[config.mk]
export PLATFORM = sky130hd
export DESIGN_NAME = seq_detect_ctrl
export DESIGN_NICKNAME = d
export VERILOG_FILES = /design/src/rtl/seq_detect_ctrl.sv
export SDC_FILE = /design/constraint.sdc
export NUM_CORES = 1
export LEC_CHECK = 0
export BUFFER_PORTS_ARGS = -buffer_cell sky130_fd_sc_hd__buf_2
export CELL_PAD_IN_SITES_DETAIL_PLACEMENT = 1
export CELL_PAD_IN_SITES_GLOBAL_PLACEMENT = 2
export CORE_MARGIN = 3
export CORE_UTILIZATION = 36
export CTS_BUF_LIST = sky130_fd_sc_hd__clkbuf_16
export DETAILED_ROUTE_END_ITERATION = 7
export PLACE_DENSITY_LB_ADDON = 0.1
export SYNTH_ARGS = -nofsm -noshare
export SYNTH_HDL_FRONTEND = slang
export SYNTH_SLANG_ARGS = --single-unit
[constraint.sdc]
create_clock -name Clock -period 2.8 [get_ports Clock]
set_clock_uncertainty 0.15 [all_clocks]
set_input_delay 0.56 -clock Clock [delete_from_list [all_inputs] [get_ports Clock]]
set_output_delay 0.56 -clock Clock [all_outputs]
set_load 0.05 [all_outputs]
[src/rtl/seq_detect_ctrl.sv]
// Run-time controller for the serial pattern detector: holds the programmable
// pattern, shifts qualified input bits into a history and schedules detection runs.
module seq_detect_ctrl #(
  parameter int MAXLEN = 8,
  parameter int LENW   = 4,
  parameter int CNTW   = 8
) (
  input  logic              Clock,
  input  logic              Reset,
  input  logic              Cfg_Load,
  input  logic [MAXLEN-1:0] Cfg_Pattern,
  input  logic [LENW-1:0]   Cfg_Len,
  input  logic              Cfg_Overlap,
  input  logic [CNTW-1:0]   Cfg_Limit,
  output logic              Cfg_Err,
  input  logic              Start,
  input  logic              Abort,
  input  logic              Din,
  input  logic              Din_Valid,
  output logic              Y,
  output logic [CNTW-1:0]   Match_Count,
  output logic              Busy,
  output logic              Done
);

  typedef enum logic [1:0] {S_IDLE, S_RUN, S_HIT, S_DONE} state_t;

  localparam logic [MAXLEN-1:0] DEF_PAT = MAXLEN'(4'b1101);
  localparam logic [LENW-1:0]   DEF_LEN = LENW'(4);

  state_t            state_q, state_d;
  logic [MAXLEN-1:0] pat_q, pat_d;
  logic [MAXLEN-1:0] hist_q, hist_d, hist_new;
  logic [MAXLEN-1:0] len_mask;
  logic [LENW-1:0]   len_q, len_d;
  logic [LENW-1:0]   seen_q, seen_d, seen_new;
  logic [LENW:0]     seen_inc;
  logic              ovl_q, ovl_d;
  logic              lim_hit_q, lim_hit_d;
  logic [CNTW-1:0]   lim_q, lim_d;
  logic [CNTW-1:0]   cnt_q, cnt_d, cnt_inc;
  logic              cfg_err_q, cfg_err_d;
  logic              y_q, busy_q, done_q;
  logic              len_bad, enough_bits, match;

  // Only the low Len bits of history and pattern take part in the compare.
  for (genvar gi = 0; gi < MAXLEN; gi++) begin : g_mask
    assign len_mask[gi] = ({1'b0, len_q} > (LENW+1)'(gi));
  end

  always_comb begin
    hist_new    = {hist_q[MAXLEN-2:0], Din};
    seen_inc    = {1'b0, seen_q} + (LENW+1)'(1);
    enough_bits = (seen_inc >= {1'b0, len_q});
    seen_new    = enough_bits ? len_q : seen_inc[LENW-1:0];
    match       = enough_bits && ((hist_new & len_mask) == (pat_q & len_mask));
    cnt_inc     = (cnt_q == {CNTW{1'b1}}) ? cnt_q : cnt_q + CNTW'(1);
    len_bad     = (Cfg_Len == '0) || ({1'b0, Cfg_Len} > (LENW+1)'(MAXLEN));

    state_d   = state_q;
    pat_d     = pat_q;
    len_d     = len_q;
    ovl_d     = ovl_q;
    lim_d     = lim_q;
    hist_d    = hist_q;
    seen_d    = seen_q;
    cnt_d     = cnt_q;
    lim_hit_d = lim_hit_q;
    cfg_err_d = 1'b0;

    case (state_q)
      S_IDLE, S_DONE: begin
        if (Cfg_Load) begin
          if (len_bad) begin
            cfg_err_d = 1'b1;
          end else begin
            pat_d = Cfg_Pattern;
            len_d = Cfg_Len;
            ovl_d = Cfg_Overlap;
            lim_d = Cfg_Limit;
          end
          if (state_q == S_DONE) state_d = S_IDLE;
        end
        if (Start) begin
          hist_d    = '0;
          seen_d    = '0;
          cnt_d     = '0;
          lim_hit_d = 1'b0;
          state_d   = S_RUN;
        end
      end
      S_RUN, S_HIT: begin
        if (Abort) begin
          lim_hit_d = 1'b0;
          state_d   = S_IDLE;
        end else if (state_q == S_HIT && lim_hit_q) begin
          // The limiting match gets its HIT cycle; input in that cycle is dropped.
          lim_hit_d = 1'b0;
          state_d   = S_DONE;
        end else if (Din_Valid) begin
          hist_d  = hist_new;
          seen_d  = seen_new;
          state_d = S_RUN;
          if (match) begin
            cnt_d   = cnt_inc;
            state_d = S_HIT;
            if (!ovl_q) begin
              hist_d = '0;
              seen_d = '0;
            end
            if (lim_q != '0 && cnt_inc == lim_q) lim_hit_d = 1'b1;
          end
        end else begin
          state_d = S_RUN;
        end
      end
      default: state_d = S_IDLE;
    endcase
  end

  always_ff @(posedge Clock or negedge Reset) begin
    if (!Reset) begin
      state_q   <= S_IDLE;
      pat_q     <= DEF_PAT;
      len_q     <= DEF_LEN;
      ovl_q     <= 1'b1;
      lim_q     <= '0;
      hist_q    <= '0;
      seen_q    <= '0;
      cnt_q     <= '0;
      lim_hit_q <= 1'b0;
      cfg_err_q <= 1'b0;
      y_q       <= 1'b0;
      busy_q    <= 1'b0;
      done_q    <= 1'b0;
    end else begin
      state_q   <= state_d;
      pat_q     <= pat_d;
      len_q     <= len_d;
      ovl_q     <= ovl_d;
      lim_q     <= lim_d;
      hist_q    <= hist_d;
      seen_q    <= seen_d;
      cnt_q     <= cnt_d;
      lim_hit_q <= lim_hit_d;
      cfg_err_q <= cfg_err_d;
      y_q       <= (state_d == S_HIT);
      busy_q    <= (state_d == S_RUN) || (state_d == S_HIT);
      done_q    <= (state_d == S_DONE);
    end
  end

  assign Y           = y_q;
  assign Busy        = busy_q;
  assign Done        = done_q;
  assign Cfg_Err     = cfg_err_q;
  assign Match_Count = cnt_q;

endmodule

* After elaboration in Yosys (flattened, before gate mapping)
Cells that the tools add are included.
** Storage, ports and cells
- Output and inout bits :: 12
- Input bits :: 28
- Flip-flop bits (word level) :: 47
- Word-level logic and storage cells :: 98
** Cells by class
- Bitwise gates (word level) :: 3
- Add/sub/neg operators :: 2
- Equality and inequality tests :: 17
- $lt $le $gt $ge :: 10
- Multiplexer cells :: 39
- Reduce and logical (&&, ||, !) cells :: 14
** Operators by type and width (number)
- two-way mux 8 bit :: 6
- two-way mux 7 bit :: 5
- two-way mux 4 bit :: 7
- AND 8 bit :: 2
- == test 8 bit :: 2
- greater-than comparator 4 x 3 -> 1 bit, second input constant :: 4
- case mux 8 bit (2 select lines) :: 1
- two-way mux 2 bit :: 7
- case mux 7 bit (2 select lines) :: 1
- inequality test 4 bit, second input constant :: 3
- inequality test 2 bit, second input constant :: 5
- two-way mux 1 bit :: 9
- adder 8 x 1 -> 8 bit, second input constant :: 1
- == test 2 bit, second input constant :: 4
- == test 8 bit, second input constant :: 1
- greater-than comparator 4 x 1 -> 1 bit, second input constant :: 2
- greater-than comparator 4 x 2 -> 1 bit, second input constant :: 2
- case mux 4 bit (2 select lines) :: 1
- AND reduction 4 bit :: 2
- nonzero test 8 bit :: 1
- adder 4 x 1 -> 5 bit, second input constant :: 1
- >= comparator 5 x 4 -> 1 bit :: 1
- AND reduction 5 bit :: 1
- == test 2 x 1 -> 1 bit, second input constant :: 2
- 10 further kinds :: 14

* Longest topological paths before layout
Gate-level depths: netlist of run 1.
- Word-level depth :: 11
- Mapped depth :: 11
- Depth with buffers taken out :: 10

* Least setup slack after synthesis of run 1
No wires, ideal clock.
- Path type :: flip-flop to flip-flop
- From :: register seen_q[0]
- To :: register busy_q, in the netlist Busy
- Data required time :: 2537 ps
- Slack :: 355 ps
- Library setup time :: 113 ps
- Buffers on the path :: 0
- Arrival :: 2182 ps
- Cell stages (with the launch flop) :: 9
- Period minus slack after synthesis :: 2445 ps
- Cells stage by stage :: dfrtp_1 -> ha_1 -> ha_1 -> a211oi_1 -> o21ai_2 -> o2111a_2 -> a311o_1 -> ha_1 -> inv_1
** Between the ends
- Word-level cells in the longest chain between the ends :: 10
- Elaborated cells between the ends (all ways) :: 11
- Classes of those cells :: add/sub: 1; order compare: 1; eq/ne: 2; mux: 5; reduce/logical: 2
** RTL lines
- from (decl) :: RTL line 36 : logic [LENW-1:0] seen_q, seen_d, seen_new;
- from (signal assigned) :: RTL line 143 : seen_q <= seen_d;
- adder 4 x 1 -> 5 bit * :: RTL line 53 : seen_inc = {1'b0, seen_q} + (LENW+1)'(1);
- >= comparator 5 x 4 -> 1 bit * :: RTL line 54 : enough_bits = (seen_inc >= {1'b0, len_q});
- logical AND 1 bit * :: RTL line 56 : match = enough_bits && ((hist_new & len_mask) == (pat_q & len_mask));
- two-way mux 2 bit * :: RTL line 104 : if (match) begin
- two-way mux 2 bit * :: RTL line 100 : end else if (Din_Valid) begin
- two-way mux 2 bit * :: RTL line 96 : end else if (state_q == S_HIT && lim_hit_q) begin
- two-way mux 2 bit * :: RTL line 93 : if (Abort) begin
- case mux 2 bit (2 select lines) * :: RTL line 71 : case (state_q)
- == test 2 x 1 -> 1 bit or == test 2 bit (tied branches) :: RTL line 148 : busy_q <= (state_d == S_RUN) || (state_d == S_HIT);
- logical OR 1 bit * :: RTL line 148
- to (signal assigned) :: RTL line 148
- to (decl) :: RTL line 43 : logic y_q, busy_q, done_q;
Mark *: on every way between the ends. The rest lies on a longest branch, timed or not.
A chain may end at the register's enable or synchronous reset.

* Worst setup path after layout of run 1
Same ends and word-level chain as after synthesis.

==> run summary, run 1 <==
commonest cells after routing, fill and taps aside -> dfrtp_1 (42), buf_2 (39), nand2_1 (24)
Placer Congestion -> 0.778
Area growth, synth to finish -> 18.1%
worst stage delay on the critical path -> 0.44 ns
antenna violations before repair -> 0
placed cells -> 388
Arrival @ worst endpoint -> 2.69 ns
min Tclk post-route -> 2.65 ns
NetSw -> 1.23 mW
Critical Path Most Common Cell -> ha_1
Sw Ratio -> 39.3%
synthesized flop and latch total -> 47
VDD IR-drop max -> 356 uV
clock root cell -> clkbuf_16
sequential cell area -> 0.00118 mm^2
Boundary Pins -> 40
register share of total power -> 36.8%
Post-Route WL -> 6.49 mm
Worst Hold Class -> primary input to async pin
Multi-input gate area -> 0.00138 mm^2
Synth Warn # -> 0
share of cells above drive strength 1 -> 32.0%
Slew @ Worst Pin -> 0.611 ns
Congestion Overflow GR -> 0
Syn Nets -> 294
Worst setup SP type -> register
Via density -> 5.29
clk slew on worst S/H paths -> 0.07 ns
hpwl dp -> 4.84 mm
Hold Slack -> 0.210 ns
ANT nets after route -> 0
Leak -> 1.42 nW
dpl ws -> 0.150 ns
chip width -> 91.8 um
CTS Sinks -> 47
post-synth cell types -> 54
commonest non-fill, non-tap cell in the layout -> dfrtp_1
Crit Path Category -> register to register
Mapped Cells -> 257
die area -> 0.00843 mm^2
first-pass GRT wire length -> 11.0 mm
port bufs -> 39
Final setup viols -> 0
Final Net Count -> 339
clk_lat worst skew -> 0.28 ns
drt initial violations -> 86
CP max stage cell -> dfrtp_1
DRC -> 0
routed wire length per instance -> 16.3 um
Fillers -> 823
top cells by area, synth -> dfrtp_1 (40%), mux2_2 (7.2%), dfstp_2 (5.0%), ha_1 (4.2%), xnor2_1 (3.6%)
pwr/cell area -> 1000 mW/mm^2
critical-path cell list -> ha_1, xor2_1, ha_1, o21ai_0, o21ai_2, o2111a_2, a311o_1, ha_1, inv_1
relative slew slack -> 59.3%
status -> finished, final reports clean
Clock Path Buffers -> 2
H-tree levels -> 2
Syn Area/Cell -> 10.3 um^2
predominant post-synthesis flop cell -> dfrtp_1
biggest area consumer among synthesized cells -> dfrtp_1
Total Routing Usage GR -> 16.3%
Die Y -> 91.8 um
max frequency -> 0.378 GHz
post-synthesis sequential area ratio -> 44.6%
Core Util, Final -> 44.8%
Final Hold Fails -> 0
endpoint class of the critical path -> register
Mapped Area -> 0.00265 mm^2
CORE AREA -> 0.00698 mm^2
R2R Setup Slk -> 0.15 ns
Max Fanout on Critical Path -> 10
clock power share -> 19.0%
Crit Reg-Reg Endpoint -> Busy
number of synthesized flops with an enable pin -> 0
vias in the first global route -> 2143
internal power -> 1.90 mW
FFs w/ async S/R, synth -> 100%
fin crit share -> 94.6%
largest net degree at the start of global routing -> 48
Max-cap violations -> 0
logic gate share of total power -> 44.1%
Reg-to-Reg Start -> seen_q[0]
setup ws final -> 0.152 ns
fin cells -> 399
cts bufs inserted -> 5
Final Slew Violations -> 0
depth of the most critical reg-to-reg path -> 9
first drt pass iteration count -> 4
post-synth top area share -> 39.6%
TritonCTS clock tree -> yes
num rows -> 30
number of antenna diodes -> 0
via count -> 2109
Initial Util -> 38.0%
Crit path required time -> 2.84 ns
[sequential cells by signal, summed over array words and instances, names as in the netlist]
name / cells
len_q: 4
Y: 1
ovl_q: 1
lim_hit_q: 1
seen_q: 4
Done: 1
pat_q: 8
state_q: 2
Cfg_Err: 1
lim_q: 8
Match_Count: 8
Busy: 1
hist_q: 7
[final cells by class]
type | count | area share, %
tap | 96 | 3.84
clock buffer | 5 | 4.00
multi-input combinational | 189 | 44.0
clock inverter | 3 | 0.600
inverter | 10 | 1.20
timing repair buffer | 49 | 8.63
sequential | 47 | 37.8
[power groups by stage]
stage	Combinational, mW	Sequential (mW)	Clock (mW)
after floorplan	0.962	1.17	0
after global placement	1.33	1.17	0
after detailed placement	1.35	1.17	0
after CTS	1.36	1.16	0.619
after global routing	1.58	1.20	0.646
final	1.38	1.15	0.596
[cells by family after synthesis]
group,Yosys count,synth area share [%]
AOI/OAI and AO/OA,65,17.7
xor gates and xnor gates,20,6.61
adders and majority gates,9,4.25
buffers and inverters,21,3.87
DFF,47,44.6
muxes,21,8.78
and+or+nand+nor,74,14.2
[stage by stage]
step / total power, mW / cell area [um^2] / setup TNS (ns)
after floorplan: 2.14 / 2650 / 0
after global routing: 3.43 / 3130 / -0.0115
after CTS: 3.14 / 3100 / 0
after global placement: 2.49 / 2960 / 0
after detailed placement: 2.53 / 2960 / 0
final: 3.13 / 3130 / 0
[cell usage after synthesis, types with 3 or more instances]
cell type,count
clkbuf_1,3
mux2_2,17
xor2_1,9
dfstp_2,5
nor2_1,15
nor3_1,7
o21ai_0,12
dfrtp_1,42
inv_1,10
a31oi_1,9
nand3_1,5
buf_2,4
ha_1,9
buf_4,3
xnor2_1,11
nand2_1,24
a21oi_1,10
nor2b_1,3
a22o_1,9
mux2i_1,3
[layer usage]
layer | part of all wire (%) | track usage, % | vias to the layer above
met5 | 0 | 0 | -
met3 | 3.2 | 2.71 | 5
met2 | 46 | 25.6 | 35
met4 | 0.97 | 4.08 | 0
met1 | 50 | 23.5 | 1037
li1 | - | - | 1032
[repair_timing]
item	4_1_cts	5_1_grt
hold buffers	0	0
gates resized for setup	0	1
endpoints found under the setup margin	0	12
buffers inserted	0	3
[worst max path at each step]
| stage | startpoint | endpoint | slack [ns] | depth (start not counted) |
|---|---|---|---|---|
| 5_1_grt | seen_q[0] | Busy | -0.01 | 9 |
| 4_1_cts | seen_q[0] | hist_q[4] | 0.13 | 8 |
| 3_3_place_gp | seen_q[0] | Busy | 0.23 | 9 |
| 3_5_place_dp | seen_q[0] | Busy | 0.15 | 9 |
| 6_report | seen_q[0] | Busy | 0.15 | 9 |
| 2_1_floorplan | seen_q[0] | Busy | 0.36 | 8 |
[worst max-delay path, delay by kind of cell, from the launching register on]
| kind | cells | cell delay [ns] |
|---|---|---|
| buffers and inverters | 1 | 0.03 |
| XOR/XNOR | 1 | 0.22 |
| flip-flops | 1 | 0.44 |
| AO/OA/AOI/OAI | 4 | 0.90 |
| adder cells (fa/ha/maj) | 3 | 0.80 |
Note: power is estimated with default switching activity, not from simulation.
==> inputs of run 2 (changes only) <==
--- a/config.mk
+++ b/config.mk
@@ -12,7 +12,7 @@
 export CORE_UTILIZATION = 36
 export CTS_BUF_LIST = sky130_fd_sc_hd__clkbuf_16
 export DETAILED_ROUTE_END_ITERATION = 7
-export PLACE_DENSITY_LB_ADDON = 0.1
+export PLACE_DENSITY = 0.86
 export SYNTH_ARGS = -nofsm -noshare
 export SYNTH_HDL_FRONTEND = slang
 export SYNTH_SLANG_ARGS = --single-unit
==> run summary, run 2 (synthesis gave the netlist of run 1 again) <==
Final Net Count -> 336 (-0.88%)
sequential cell area -> 0.00118 mm^2 (unchanged)
commonest cells after routing, fill and taps aside -> dfrtp_1 (42), buf_2 (39), nand2_1 (24)
DRC -> 0 (unchanged)
share of cells above drive strength 1 -> 30.7% (-1.3 points)
VDD IR-drop max -> 396 uV (+11%)
Leak -> 1.41 nW (-0.87%)
relative slew slack -> 66.3% (+7.0 points)
cts bufs inserted -> 5 (unchanged)
H-tree levels -> 2 (unchanged)
vias in the first global route -> 2355 (+9.9%)
fin crit share -> 93.6% (-0.98 points)
Max-cap violations -> 0 (unchanged)
R2R Setup Slk -> 0.18 ns (+0.03 ns)
pwr/cell area -> 1010 mW/mm^2 (+0.43%)
Boundary Pins -> 40 (unchanged)
ANT nets after route -> 0 (unchanged)
routed wire length per instance -> 17.5 um (+7.9%)
Crit Path Category -> register to register
antenna violations before repair -> 0 (unchanged)
chip width -> 91.8 um (unchanged)
Clock Path Buffers -> 2 (unchanged)
Final Hold Fails -> 0 (unchanged)
largest net degree at the start of global routing -> 48 (unchanged)
Final setup viols -> 0 (unchanged)
Area growth, synth to finish -> 17.6%
max frequency -> 0.382 GHz (+1.0%)
Post-Route WL -> 6.95 mm (+7.1%)
port bufs -> 39 (unchanged)
Crit path required time -> 2.84 ns (about the same)
TritonCTS clock tree -> yes
Buffers & Inverters on Critical Path -> 1 (unchanged)
die area -> 0.00843 mm^2 (unchanged)
Via density -> 5.40 (+2.2%)
Hold Slack -> 0.0914 ns (-0.119 ns)
first-pass GRT wire length -> 11.8 mm (+7.2%)
num rows -> 30 (unchanged)
number of antenna diodes -> 0 (unchanged)
critical-path cell list -> ha_1, xor2_1, ha_1, a211oi_1, o21ai_2, o2111a_2, a311o_1, ha_1, inv_1
via count -> 2139 (+1.4%)
endpoint class of the critical path -> register
Arrival @ worst endpoint -> 2.66 ns (-0.03 ns)
commonest non-fill, non-tap cell in the layout -> dfrtp_1
Slew @ Worst Pin -> 0.501 ns (-0.110 ns)
Total Neg Setup Slack -> 0 ns (unchanged)
Final Slew Violations -> 0 (unchanged)
min Tclk post-route -> 2.62 ns (-0.0274 ns)
crit-path leading delay family -> compound AO/OA/AOI/OAI gates
CP max stage cell -> dfrtp_1
hpwl dp -> 5.13 mm (+5.8%)
Initial Util -> 38.0% (unchanged)
CORE AREA -> 0.00698 mm^2 (unchanged)
Worst Hold Class -> primary input to async pin
clock root cell -> clkbuf_16
Total Routing Usage GR -> 17.5% (+1.2 points)
status -> finished, final reports clean
Placer Congestion -> 0.814 (+4.7%)
Die Y -> 91.8 um (unchanged)
Critical Path Most Common Cell -> ha_1
CTS Sinks -> 47 (unchanged)
Max Fanout on Critical Path -> 17 (+7)
Multi-input gate area -> 0.00138 mm^2 (unchanged)
worst stage delay on the critical path -> 0.42 ns (-0.02 ns)
cts hold-fix bufs -> 0 (unchanged)
RSZ-0062 raised after global routing -> no
first drt pass iteration count -> 4 (unchanged)
Worst setup SP type -> register
Fillers -> 820 (-0.36%)
clk slew on worst S/H paths -> 0.07 ns (about the same)
clk_lat worst skew -> 0.29 ns (about the same)
drt initial violations -> 96 (+12%)
Congestion Overflow GR -> 0 (unchanged)
-- run 2: worst paths after layout --
| path | startpoint | cells past startpoint | to |
|---|---|---|---|
| worst max-delay path | seen_q[0] | 9 | Busy |
| worst min-delay path | Reset | 2 | pat_q[4] |
| worst max register to register | seen_q[0] | 9 | Busy |
| worst min register to register | hist_q[6] | 1 | hist_q[6] |
| max in group asynchronous | Reset | 2 | pat_q[0] |
| min in group Clock | Cfg_Len[1] | 2 | len_q[3] |
-- run 2: per-stage QoR --
stage | setup WS (ns) | cells | utilization [%] | instance area, um^2 | total power, mW
CTS | 0.167 | 396 | 44.6 | 3110 | 3.15
global placement | 0.274 | 388 | 42.5 | 2970 | 2.48
finish | 0.179 | 396 | 44.7 | 3120 | 3.13
floorplan | 0.355 | 257 | - | 2650 | 2.14
detailed placement | 0.199 | 388 | 42.5 | 2970 | 2.54
global route | 0.00228 | 396 | 44.7 | 3120 | 3.38
-- run 2: what timing repair did --
action                                  in CTS  in global routing
endpoints found under the setup margin       0                  5
gates resized for setup                      0                  1
buffers inserted                             0                  0
-- run 2: power breakdown --
group          total [mW]  switching (mW)  internal, mW
sequential           1.17           0.237         0.936
clock               0.587           0.261         0.327
combinational        1.37           0.770         0.605
-- run 2: per-layer routing --
| layer | share of wire (%) | routed length [um] | track usage (%) | vias up |
|---|---|---|---|---|
| met2 | 50 | 3460 | 30.7 | 36 |
| met4 | 0.85 | 59 | 4.08 | 0 |
| met1 | 46 | 3210 | 22.8 | 1082 |
| met5 | 0 | 0 | 0 | - |
| met3 | 3.1 | 214 | 2.63 | 5 |
| li1 | - | - | - | 1016 |
-- run 2: layout make-up --
class                   instances  area share (%)
multi-input cells             189            44.1
flip-flops and latches         47            37.9
repair buffers                 46            8.35
clock buffers                   5            4.01
well taps                      96            3.85
inverters                      10            1.20
clock inverters                 3           0.522
